## src/rtl/mux4to1b4_reg_if.sv

```systemverilog
// Bus bundle for the 4:1 registered mux. The four data sources, the select and
// the enable arrive on one side; the combinational and registered results leave on the other.
interface mux4to1b4_reg_if #(
  parameter int WIDTH = 4
);
  logic             en;
  logic [1:0]       S;
  logic [WIDTH-1:0] I0;
  logic [WIDTH-1:0] I1;
  logic [WIDTH-1:0] I2;
  logic [WIDTH-1:0] I3;
  logic [WIDTH-1:0] o_comb;
  logic [WIDTH-1:0] o;
  logic [3:0]       sel_onehot;
  logic [1:0]       sel_q;
  logic             sel_chg;

  modport master (
    output en, S, I0, I1, I2, I3,
    input  o_comb, o, sel_onehot, sel_q, sel_chg
  );

  modport slave (
    input  en, S, I0, I1, I2, I3,
    output o_comb, o, sel_onehot, sel_q, sel_chg
  );
endinterface

```

## src/rtl/mux4to1b4_reg.sv

```systemverilog
// 4:1 WIDTH-bit mux with a combinational path, a one-cycle registered path,
// a one-hot select decode and a registered select-change pulse.

// One bit lane: each output bit is taken only from the same bit of the chosen input.
module mux4to1b4_lane (
  input  logic [1:0] s,
  input  logic [3:0] d,
  output logic       y
);
  always_comb begin
    y = 1'bx;
    case (s)
      2'd0:    y = d[0];
      2'd1:    y = d[1];
      2'd2:    y = d[2];
      2'd3:    y = d[3];
      default: y = 1'bx;
    endcase
  end
endmodule

module mux4to1b4_reg #(
  parameter int               WIDTH     = 4,
  parameter logic [WIDTH-1:0] RESET_VAL = '0
) (
  input  logic              clk,
  input  logic              rst_n,
  mux4to1b4_reg_if.slave    bus
);
  logic [3:0][WIDTH-1:0] din;
  logic [WIDTH-1:0][3:0] lane_d;
  logic [WIDTH-1:0]      o_comb;
  logic [3:0]            onehot;

  logic [WIDTH-1:0] o_d,   o_q;
  logic [1:0]       sel_d, sel_q;
  logic             chg_d, chg_q;

  assign din = {bus.I3, bus.I2, bus.I1, bus.I0};

  // Transpose input-major to bit-major so each lane sees its four candidate bits.
  always_comb begin
    lane_d = '0;
    for (int b = 0; b < WIDTH; b++)
      for (int k = 0; k < 4; k++)
        lane_d[b][k] = din[k][b];
  end

  genvar gb;
  generate
    for (gb = 0; gb < WIDTH; gb++) begin : g_lane
      mux4to1b4_lane u_lane (
        .s (bus.S),
        .d (lane_d[gb]),
        .y (o_comb[gb])
      );
    end
  endgenerate

  always_comb begin
    onehot = 4'b0000;
    case (bus.S)
      2'd0:    onehot = 4'b0001;
      2'd1:    onehot = 4'b0010;
      2'd2:    onehot = 4'b0100;
      2'd3:    onehot = 4'b1000;
      default: onehot = 4'bxxxx;
    endcase
  end

  // The change pulse is cleared on idle edges so it never outlives one cycle.
  always_comb begin
    o_d   = o_q;
    sel_d = sel_q;
    chg_d = 1'b0;
    if (bus.en) begin
      o_d   = o_comb;
      sel_d = bus.S;
      chg_d = (bus.S != sel_q);
    end
  end

  always_ff @(posedge clk or negedge rst_n) begin
    if (!rst_n) begin
      o_q   <= RESET_VAL;
      sel_q <= 2'd0;
      chg_q <= 1'b0;
    end else begin
      o_q   <= o_d;
      sel_q <= sel_d;
      chg_q <= chg_d;
    end
  end

  assign bus.o_comb     = o_comb;
  assign bus.sel_onehot = onehot;
  assign bus.o          = o_q;
  assign bus.sel_q      = sel_q;
  assign bus.sel_chg    = chg_q;
endmodule

```

## src/flat_wrapper.sv

```systemverilog
// flat-port wrapper written by rule: the top's interface ports become plain ports
module mux4to1b4_reg_flat 
#(
  parameter int               WIDTH     = 4,
  parameter logic [WIDTH-1:0] RESET_VAL = '0
)
  (clk, rst_n, bus_en, bus_S, bus_I0, bus_I1, bus_I2, bus_I3, bus_o_comb, bus_o, bus_sel_onehot, bus_sel_q, bus_sel_chg);
  mux4to1b4_reg_if #(.WIDTH(WIDTH)) bus_i ();
  input  logic clk;
  input  logic rst_n;
  input wire logic [$bits(bus_i.en)-1:0] bus_en;
  input wire logic [$bits(bus_i.S)-1:0] bus_S;
  input wire logic [$bits(bus_i.I0)-1:0] bus_I0;
  input wire logic [$bits(bus_i.I1)-1:0] bus_I1;
  input wire logic [$bits(bus_i.I2)-1:0] bus_I2;
  input wire logic [$bits(bus_i.I3)-1:0] bus_I3;
  output wire logic [$bits(bus_i.o_comb)-1:0] bus_o_comb;
  output wire logic [$bits(bus_i.o)-1:0] bus_o;
  output wire logic [$bits(bus_i.sel_onehot)-1:0] bus_sel_onehot;
  output wire logic [$bits(bus_i.sel_q)-1:0] bus_sel_q;
  output wire logic [$bits(bus_i.sel_chg)-1:0] bus_sel_chg;
  assign bus_i.en = bus_en;
  assign bus_i.S = bus_S;
  assign bus_i.I0 = bus_I0;
  assign bus_i.I1 = bus_I1;
  assign bus_i.I2 = bus_I2;
  assign bus_i.I3 = bus_I3;
  assign bus_o_comb = bus_i.o_comb;
  assign bus_o = bus_i.o;
  assign bus_sel_onehot = bus_i.sel_onehot;
  assign bus_sel_q = bus_i.sel_q;
  assign bus_sel_chg = bus_i.sel_chg;
  mux4to1b4_reg #(.WIDTH(WIDTH), .RESET_VAL(RESET_VAL)) u_core (.clk(clk), .rst_n(rst_n), .bus(bus_i));
endmodule
```

## config.mk

```make
export PLATFORM = sky130hd
export DESIGN_NAME = mux4to1b4_reg_flat
export DESIGN_NICKNAME = d
export VERILOG_FILES = /design/src/rtl/mux4to1b4_reg_if.sv /design/src/rtl/mux4to1b4_reg.sv /design/src/flat_wrapper.sv
export SDC_FILE = /design/constraint.sdc
export NUM_CORES = 1
export LEC_CHECK = 0
export CAP_MARGIN = 25
export CORE_AREA = 2 2 39 41
export DETAILED_ROUTE_END_ITERATION = 16
export DIE_AREA = 0 0 41 43
export DONT_BUFFER_PORTS = 1
export GPL_ROUTABILITY_DRIVEN = 0
export PLACE_DENSITY = 0.49
export SLEW_MARGIN = 20
export SYNTH_ARGS = -nofsm -noshare
export SYNTH_HDL_FRONTEND = slang
export SYNTH_HIERARCHICAL = 1
export SYNTH_SLANG_ARGS = --single-unit
```

## constraint.sdc

```tcl
create_clock -name clk -period 1.75 [get_ports clk]
set_input_delay 0.2625 -clock clk [delete_from_list [all_inputs] [get_ports clk]]
set_output_delay 0.2625 -clock clk [all_outputs]
set_load 0.005 [all_outputs]
```

==> results of run 1 <==
==> cell families (layout without fill, tap and decap cells) <==
| group | Yosys count | count (layout) | share of synthesized area [%] |
|---|---|---|---|
| flip-flops | 7 | 7 | 44.6 |
| AND/OR/NAND/NOR | 4 | 4 | 6.05 |
| AO/OA/AOI/OAI | 1 | 1 | 1.91 |
| XOR/XNOR | 2 | 2 | 4.46 |
| multiplexers | 10 | 10 | 40.1 |
| buffers and inverters | 1 | 5 | 2.87 |
==> placed cells by master (no fill, tap or decap) <==
master	netlist	routed
a21boi_1	1	1
and2_1	1	1
and2b_1	1	1
clkbuf_1	0	1
clkbuf_4	0	3
dfrtp_1	7	7
dlygate4sd3_1	0	1
mux2_2	6	6
mux4_2	4	4
nor2_1	1	1
nor2b_1	1	1
xnor2_1	2	2
==> power by group <==
| part | internal [mW] | switching (mW) | total [mW] |
|---|---|---|---|
| combinational | 0.0400 | 0.0187 | 0.0587 |
| clock | 0.0869 | 0.0572 | 0.144 |
| sequential | 0.183 | 0.0172 | 0.201 |
| total | 0.310 | 0.0931 | 0.403 |
==> area by class of cell <==
type | count | area [µm²] | area share (%)
timing repair buffer | 1 | 10.0 | 2.29
tap | 16 | 20.0 | 4.57
multi-input combinational | 17 | 206 | 47.1
clock buffer | 4 | 26.3 | 6.00
sequential | 7 | 175 | 40.0
==> path summary, 6_finish.rpt <==
kind	endpoint	cells after the start	slack (ns)	startpoint
max	bus_o_comb[3]	1	0.72	bus_S[0]
min in group asynchronous	u_core/bus.sel_q[0]	1	0.34	rst_n
max in group asynchronous	u_core/bus.o[1]	1	1.16	rst_n
min	u_core/bus.sel_chg	1	0.16	bus_en
max reg2reg	u_core/bus.sel_q[0]	1	0.95	u_core/bus.sel_q[0]
min reg2reg	u_core/bus.o[0]	1	0.54	u_core/bus.o[0]
==> what timing repair did <==
item                                    4_1_cts  5_1_grt
endpoints found under the setup margin        0        0
hold buffers                                  1        0
endpoints found under the hold margin         7        0
==> state kept, by name, indices dropped and copies added, names as in the netlist <==
register,count
u_core/bus.sel_chg,1
u_core/bus.o,4
u_core/bus.sel_q,2
==> through the flow <==
step	power [mW]	setup slack [ns]	cells	util [%]
2_1_floorplan	0.253	0.606	25	-
3_3_place_gp	0.257	0.580	40	29.0
3_5_place_dp	0.259	0.571	40	29.0
4_1_cts	0.416	0.714	45	31.6
5_1_grt	0.431	0.703	45	31.6
6_report	0.403	0.717	45	31.6
==> routing by layer <==
metal / global-route usage (%) / vias up / share of wire (%) / wire [µm]
li1: - / 100 / - / -
met4: 4.00 / 0 / 0 / 0
met2: 13.1 / 26 / 46 / 365
met3: 9.42 / 0 / 18 / 145
met1: 11.4 / 118 / 36 / 291
met5: 0 / - / 0 / 0
==> impl_metrics.env, run 1 <==
export IMPL_synthesis_area_um2=393
export IMPL_placementRows=14
export IMPL_placement_io_buffers=0
export IMPL_synth_top_area_cell="dfrtp_1"
export IMPL_fp_dieH_um=43
export IMPL_grt_pass1_vias=245
export IMPL_finClkSkew_ns=0.00484
export IMPL_required_ns=1.49
export IMPL_synthCells=25
export IMPL_power_per_cell_area_nw_per_um2=921
export IMPL_final_hold_violation_count=0
export IMPL_run_status="finished, final reports clean"
export IMPL_maxClockFrequency_mhz=968
export IMPL_grt_pass1_wl_mm=1.10
export IMPL_critical_path_slowest_cell="mux4_2"
export IMPL_initial_utilization_pct=28.4
export IMPL_path_delay_family="multiplexers"
export IMPL_initialDrtViolationCount=0
export IMPL_unrepaired_setup_endpoints_after_global_routing="false"
export IMPL_synth_edff_count=0
export IMPL_main_synth_ff_type="dfrtp_1"
export IMPL_critical_path_startpoint_type="input pin"
export IMPL_worstPathCellList="mux4_2"
export IMPL_critical_path_endpoint_type="primary output"
export IMPL_top_level_i_o_count=36
export IMPL_yosysTopAreaCellShare_pct=44.6
export IMPL_power_leakage_nw=0.170
export IMPL_number_of_warnings_issued_by_yosys=6
export IMPL_ys_ff_latch=7
export IMPL_max_vdd_ir_drop_v=0.000370
export IMPL_post_route_cells_drive_above_1_share_pct=44.8
export IMPL_finalHoldWorstSlack_ns=0.159
export IMPL_yosys_cell_types_count=10
export IMPL_synth_top_cells_by_area="dfrtp_1, mux4_2, mux2_2"
export IMPL_cts_resized=0
export IMPL_cts_tree="yes"
export IMPL_synth_seq_area_share_pct=44.6
export IMPL_max_stage_delay_ns=0.51
export IMPL_critPathMaxFanout=10
export IMPL_final_setup_tns_ns=0
export IMPL_finish_instance_area_um2=438
export IMPL_finalNetCount=51
export IMPL_cts_htree_levels=1
export IMPL_floorplan_core_area_um2=1380
export IMPL_yosysMostFrequentCell="dfrtp_1"
export IMPL_worst_setup_hold_path_clk_slew_ns=0.05
export IMPL_grt_start_max_net_pins=11
export IMPL_number_of_maximum_capacitance_constraint_violations=0
export IMPL_slew_violations=0
export IMPL_area_delta_synth_final_pct=11.5
export IMPL_cts_inserted_buffers=3
export IMPL_synth_net_count=46
export IMPL_period_needed_ns=1.03
export IMPL_drt_pass1_iter_count=1
export IMPL_dr_total_vias=244
export IMPL_detail_route_wirelength_um=802
export IMPL_synthesis_area_per_instance_um2=15.7
export IMPL_synth_cells_most_frequent="dfrtp_1, mux2_2, mux4_2"
export IMPL_fillerInstances=136
export IMPL_drc_errors=0
export IMPL_worst_setup_path_type="in -> out"
export IMPL_crit_arrival_ns=0.77
export IMPL_viasPerCell=5.42
export IMPL_report_final_setup_viol=0
export IMPL_antenna_cells_inserted=0
export IMPL_clock_insertion_delay_worst_skew_ns=0.25
export IMPL_timing_slew_headroom_pct=78.0
export IMPL_placed_area_um2=402
export IMPL_crit_buf_inv=0
export IMPL_timing_final_crit_share_pct=59.0
export IMPL_gr_total_overflow=0
export IMPL_global_route_usage_total_pct=10.2
export IMPL_antenna_found_initial=0
export IMPL_clockRootBuffer="clkbuf_4"
export IMPL_cts_max_path_buffers=2
export IMPL_max_slew_worst_pin_slew_ns=0.329
export IMPL_timing_hold_worst_class="in -> reg"
export IMPL_drtAntennaViolNets=0
export IMPL_synth_async_sr_flop_share_pct=100
export IMPL_post_cts_buffers=0
export IMPL_die_area_um2=1760
export IMPL_cts_sink_count=7
export IMPL_die_width_um=41
export IMPL_post_drt_wl_per_cell_um=17.8
No activity file was read; power rests on OpenSTA's default activity.
==> run 2, diff against run 1 <==
--- a/config.mk
+++ b/config.mk
@@ -11,7 +11,7 @@
 export DIE_AREA = 0 0 41 43
 export DONT_BUFFER_PORTS = 1
 export GPL_ROUTABILITY_DRIVEN = 0
-export PLACE_DENSITY = 0.49
+export PLACE_DENSITY = 0.51
 export SLEW_MARGIN = 20
 export SYNTH_ARGS = -nofsm -noshare
 export SYNTH_HDL_FRONTEND = slang
==> constraint.sdc (replaced) <==
create_clock -name clk -period 0.9 [get_ports clk]
set_input_delay 0.135 -clock clk [delete_from_list [all_inputs] [get_ports clk]]
set_output_delay 0.135 -clock clk [all_outputs]
set_load 0.005 [all_outputs]
==> run 2 against run 1 <==
The run now ends with negative setup slack left; register-to-register slack worse by 0.86 ns; final cell count is 11% higher; wire length is 6.9% higher; total power is 110% higher; largest cell class unchanged; via count is 3.3% higher; worst hold slack worse by 0.13 ns; die area stayed put.
==> impl_metrics.env, run 2 (synthesis gave the netlist of run 1 again) <==
export IMPL_failed_checks="negative setup slack"
export IMPL_internal_power_uw=657
export IMPL_worst_setup_path_type="in -> out"
export IMPL_slew_violations=0
export IMPL_cts_tree="yes"
export IMPL_timing_slew_headroom_pct=78.9
export IMPL_max_slew_worst_pin_slew_ns=0.315
export IMPL_antenna_cells_inserted=0
export IMPL_drc_errors=0
export IMPL_number_of_maximum_capacitance_constraint_violations=0
export IMPL_placement_io_buffers=0
export IMPL_dp_slack_ns=-0.116
export IMPL_crit_buf_inv=1
export IMPL_report_final_setup_viol=1
export IMPL_clock_insertion_delay_worst_skew_ns=0.25
export IMPL_fp_dieH_um=43
export IMPL_worst_setup_hold_path_clk_slew_ns=0.05
export IMPL_dr_total_vias=252
export IMPL_cts_htree_levels=1
export IMPL_placed_area_um2=447
export IMPL_required_ns=0.76
export IMPL_critical_path_startpoint_type="input pin"
export IMPL_die_area_um2=1760
export IMPL_drtAntennaViolNets=0
export IMPL_placementRows=14
export IMPL_post_drt_wl_per_cell_um=17.1
export IMPL_power_leakage_nw=0.216
export IMPL_largest_reg_flops=4
export IMPL_global_route_usage_total_pct=11.8
export IMPL_layout_core_utilization_pct=36.5
export IMPL_grt_pass1_vias=275
export IMPL_share_seq_of_total_power_pct=45.8
export IMPL_fillerInstances=137
export IMPL_post_route_cells_drive_above_1_share_pct=52.9
export IMPL_max_vdd_ir_drop_v=0.000411
export IMPL_setup_slack_ns=-0.000128
export IMPL_finalHoldWorstSlack_ns=0.0326
export IMPL_final_hold_violation_count=0
export IMPL_cts_inserted_buffers=3
export IMPL_drt_pass1_iter_count=2
export IMPL_switching_share_pct=23.3
export IMPL_mostFrequentLayoutCell="dfrtp_1"
export IMPL_area_used_by_sequential_logic_in_the_layout_um2=175
export IMPL_multi_input_comb_area_um2=221
export IMPL_critical_path_endpoint_type="primary output"
export IMPL_run_status="complete, but fails checks"
export IMPL_netSwitchingPower_uw=200
export IMPL_cts_max_path_buffers=2
export IMPL_timing_final_crit_share_pct=100
export IMPL_finClkSkew_ns=0.000000278
export IMPL_worstPathCellList="mux4_2 > buf_6"
export IMPL_top_level_i_o_count=36
export IMPL_final_setup_tns_ns=-0.000128
export IMPL_initial_utilization_pct=28.4
export IMPL_p_clk_share_pct=33.7
export IMPL_commonest_cells_after_routing_fill_and_taps_aside="dfrtp_1, buf_6, mux2_4, mux4_2, clkbuf_4"
export IMPL_grt_start_max_net_pins=11
export IMPL_clockRootBuffer="clkbuf_4"
export IMPL_period_needed_ns=0.900
export IMPL_critical_path_slowest_cell="mux4_2"
export IMPL_critPathMaxFanout=10
export IMPL_crit_arrival_ns=0.77
export IMPL_max_stage_delay_ns=0.50
export IMPL_floorplan_core_area_um2=1380
export IMPL_finalNetCount=56
export IMPL_die_width_um=41
export IMPL_unrepaired_setup_endpoints_after_global_routing="true"
export IMPL_path_delay_family="multiplexers"
export IMPL_power_per_cell_area_nw_per_um2=1700
export IMPL_timing_hold_worst_class="in -> reg"
export IMPL_viasPerCell=5.04
export IMPL_maxClockFrequency_mhz=1110
export IMPL_cts_sink_count=7
export IMPL_initialDrtViolationCount=3
export IMPL_antenna_found_initial=0
export IMPL_finish_instance_area_um2=505
export IMPL_area_delta_synth_final_pct=28.7
export IMPL_grt_pass1_wl_mm=1.27
export IMPL_power_frac_comb_pct=20.5
export IMPL_detail_route_wirelength_um=857
export IMPL_gr_total_overflow=0
[run 2: changes by cell type in the layout (fill, tap and decap cells not counted), sizes merged]
| cell | before | now |
|---|---|---|
| buf | 0 | 5 |
[run 2: layer usage]
metal	vias to the layer above	GRT usage [%]	share of wire, %
met5	-	0	0
met3	2	3.66	14
met2	24	15.6	52
met4	0	14.0	2.2
met1	115	12.8	33
li1	111	-	-
[run 2: power by group through the flow]
stage | clock network (mW) | logic (mW) | registers, mW
floorplan | 0 | 0.123 | 0.388
global placement | 0 | 0.147 | 0.398
detailed placement | 0 | 0.148 | 0.400
CTS | 0.305 | 0.172 | 0.395
global route | 0.317 | 0.188 | 0.400
finish | 0.289 | 0.176 | 0.392
[run 2: stage by stage]
| step | cells | power (mW) |
|---|---|---|
| 3_5_place_dp | 44 | 0.548 |
| 5_1_grt | 50 | 0.906 |
| 6_report | 50 | 0.857 |
| 3_3_place_gp | 44 | 0.545 |
| 4_1_cts | 49 | 0.872 |
| 2_1_floorplan | 25 | 0.511 |
[run 2: worst paths after layout]
path | startpoint | endpoint | slack, ns | cells past startpoint
setup reg to reg | u_core/bus.sel_q[0] | u_core/bus.sel_q[0] | 0.09 | 1
min in group asynchronous | rst_n | u_core/bus.o[2] | 0.21 | 1
max in group asynchronous | rst_n | u_core/bus.o[3] | 0.46 | 1
hold / removal | bus_en | u_core/bus.sel_chg | 0.03 | 1
setup / recovery | bus_S[0] | bus_o_comb[2] | -0.0001 | 2
hold reg to reg | u_core/bus.o[2] | u_core/bus.o[2] | 0.54 | 1
[run 2: timing repair]
item / 4_1_cts / 5_1_grt
buffers inserted: 0 / 1
pin swaps: 0 / 0
hold buffers: 1 / 0
endpoints found under the hold margin: 7 / 0
gates resized for setup: 4 / 0
setup endpoints to repair: 4 / 4
[run 2: layout make-up]
class / count / share of cell area [%]
well taps: 16 / 3.96
repair buffers: 6 / 12.4
clock buffers: 4 / 5.20
flip-flops and latches: 7 / 34.7
multi-input cells: 17 / 43.8
==> run 3, diff against run 2 <==
--- a/config.mk
+++ b/config.mk
@@ -11,7 +11,6 @@
 export DIE_AREA = 0 0 41 43
 export DONT_BUFFER_PORTS = 1
 export GPL_ROUTABILITY_DRIVEN = 0
-export PLACE_DENSITY = 0.51
 export SLEW_MARGIN = 20
 export SYNTH_ARGS = -nofsm -noshare
 export SYNTH_HDL_FRONTEND = slang
==> run 3 against run 2 <==
Total power grew 1.1%; clock power is essentially flat; largest cell class unchanged; critical endpoint is now bus_o_comb[0]; count of clock-buffer cells in the layout is the same; largest power group unchanged; the run still ends with negative setup slack left; critical path depth did not move; global-route usage up 1.2 points; non-clock buffer count is the same.
==> impl_metrics.env, run 3 (synthesis gave the netlist of run 1 again) <==
export IMPL_drc_errors=0
export IMPL_period_needed_ns=0.910
export IMPL_clockRootBuffer="clkbuf_4"
export IMPL_finish_instance_area_um2=505
export IMPL_grt_pass1_wl_mm=1.46
export IMPL_report_final_setup_viol=4
export IMPL_critPathMaxFanout=10
export IMPL_global_route_usage_total_pct=13.0
export IMPL_max_stage_delay_ns=0.50
export IMPL_final_hold_violation_count=0
export IMPL_top_level_i_o_count=36
export IMPL_grt_pass1_vias=319
export IMPL_fp_dieH_um=43
export IMPL_reg2reg_setup_slack_ns=0.08
export IMPL_dr_total_vias=266
export IMPL_power_per_cell_area_nw_per_um2=1710
export IMPL_crit_arrival_ns=0.78
export IMPL_rr_startpoint="u_core/bus.sel_q[1]"
export IMPL_drt_pass1_iter_count=4
export IMPL_max_vdd_ir_drop_v=0.000434
export IMPL_mostFrequentLayoutCell="dfrtp_1"
export IMPL_die_area_um2=1760
export IMPL_unrepaired_setup_endpoints_after_global_routing="true"
export IMPL_post_drt_wl_per_cell_um=19.9
export IMPL_cts_tree="yes"
export IMPL_grt_start_max_net_pins=11
export IMPL_drtAntennaViolNets=0
export IMPL_antenna_cells_inserted=0
export IMPL_run_status="complete, but fails checks"
export IMPL_initialDrtViolationCount=2
export IMPL_maxClockFrequency_mhz=1100
export IMPL_number_of_maximum_capacitance_constraint_violations=0
export IMPL_finalHoldWorstSlack_ns=0.0346
export IMPL_largest_reg_flops=4
export IMPL_detail_route_wirelength_um=993
export IMPL_cts_max_path_buffers=2
export IMPL_commonest_cells_after_routing_fill_and_taps_aside="dfrtp_1, buf_6, mux2_4, mux4_2, clkbuf_4"
export IMPL_crit_buf_inv=1
export IMPL_gr_total_overflow=0
export IMPL_critical_path_endpoint_type="primary output"
export IMPL_viasPerCell=5.32
export IMPL_worst_setup_path_type="in -> out"
export IMPL_path_delay_family="multiplexers"
export IMPL_placement_io_buffers=0
export IMPL_hpwl_um=795
export IMPL_cts_inserted_buffers=3
export IMPL_worstPathCellList="mux4_2 > buf_6"
export IMPL_placementRows=14
export IMPL_clock_insertion_delay_worst_skew_ns=0.25
export IMPL_timing_hold_worst_class="in -> reg"
export IMPL_max_slew_worst_pin_slew_ns=0.319
export IMPL_floorplan_core_area_um2=1380
export IMPL_timing_hold_worst_start="bus_en"
export IMPL_power_leakage_nw=0.216
export IMPL_initial_utilization_pct=28.4
export IMPL_cts_sink_count=7
export IMPL_setup_slack_ns=-0.0105
export IMPL_finalNetCount=56
export IMPL_antenna_found_initial=0
export IMPL_critical_path_startpoint_type="input pin"
export IMPL_worst_setup_hold_path_clk_slew_ns=0.05
export IMPL_timing_slew_headroom_pct=78.6
export IMPL_required_ns=0.76
export IMPL_slew_violations=0
export IMPL_placed_area_um2=447
export IMPL_timing_final_crit_share_pct=101
export IMPL_critical_path_slowest_cell="mux4_2"
export IMPL_post_layout_total_power_uw=866
export IMPL_failed_checks="negative setup slack"
export IMPL_post_route_cells_drive_above_1_share_pct=52.9
export IMPL_finClkSkew_ns=0.00197
export IMPL_critical_path_startpoint="bus_S[0]"
export IMPL_area_delta_synth_final_pct=28.7
export IMPL_cts_htree_levels=1
export IMPL_die_width_um=41
-- run 3: final timing paths --
| kind | to | cells past startpoint |
|---|---|---|
| max | bus_o_comb[0] | 2 |
| min | u_core/bus.sel_chg | 1 |
| max reg2reg | u_core/bus.sel_chg | 2 |
| min reg2reg | u_core/bus.o[2] | 1 |
| max in group asynchronous | u_core/bus.sel_q[1] | 1 |
| min in group asynchronous | u_core/bus.sel_chg | 1 |
-- run 3: cell type report --
cell class	count	area [µm²]
Timing Repair Buffer	6	62.6
Clock buffer	4	26.3
Multi-Input combinational cell	17	221
Tap cell	16	20.0
Fill cell	146	878
Sequential cell	7	175
-- run 3: repair_timing --
| item | 4_1_cts | 5_1_grt |
|---|---|---|
| hold buffers | 1 | 0 |
| gates cloned | 0 | 0 |
| setup buffers | 1 | 0 |
| endpoints found under the hold margin | 7 | 0 |
| setup endpoints to repair | 4 | 5 |
| resized for setup | 4 | 0 |
-- run 3: power by group --
group	internal, mW	leakage [nW]	total (mW)	switching [mW]
clock	0.169	0.0150	0.289	0.120
combinational	0.131	0.119	0.183	0.0517
sequential	0.357	0.0824	0.394	0.0376
-- run 3: per-layer routing --
layer	wire length (µm)	vias up	share of wire, %	track usage (%)
li1	-	110	-	-
met4	29	0	2.9	12.0
met5	0	-	0	0
met3	65	4	6.5	1.05
met1	297	131	30	13.0
met2	600	21	60	21.6
-- run 3: per-stage QoR --
step           TNS (ns)  instances  utilization [%]  setup slack (ns)
3_3_place_gp     -0.475         44             32.3            -0.112
6_report        -0.0223         50             36.5           -0.0105
2_1_floorplan    -0.462         25                -            -0.116
5_1_grt         -0.0713         50             36.5           -0.0270
3_5_place_dp     -0.541         44             32.3            -0.132
4_1_cts         -0.0294         50             36.5           -0.0201
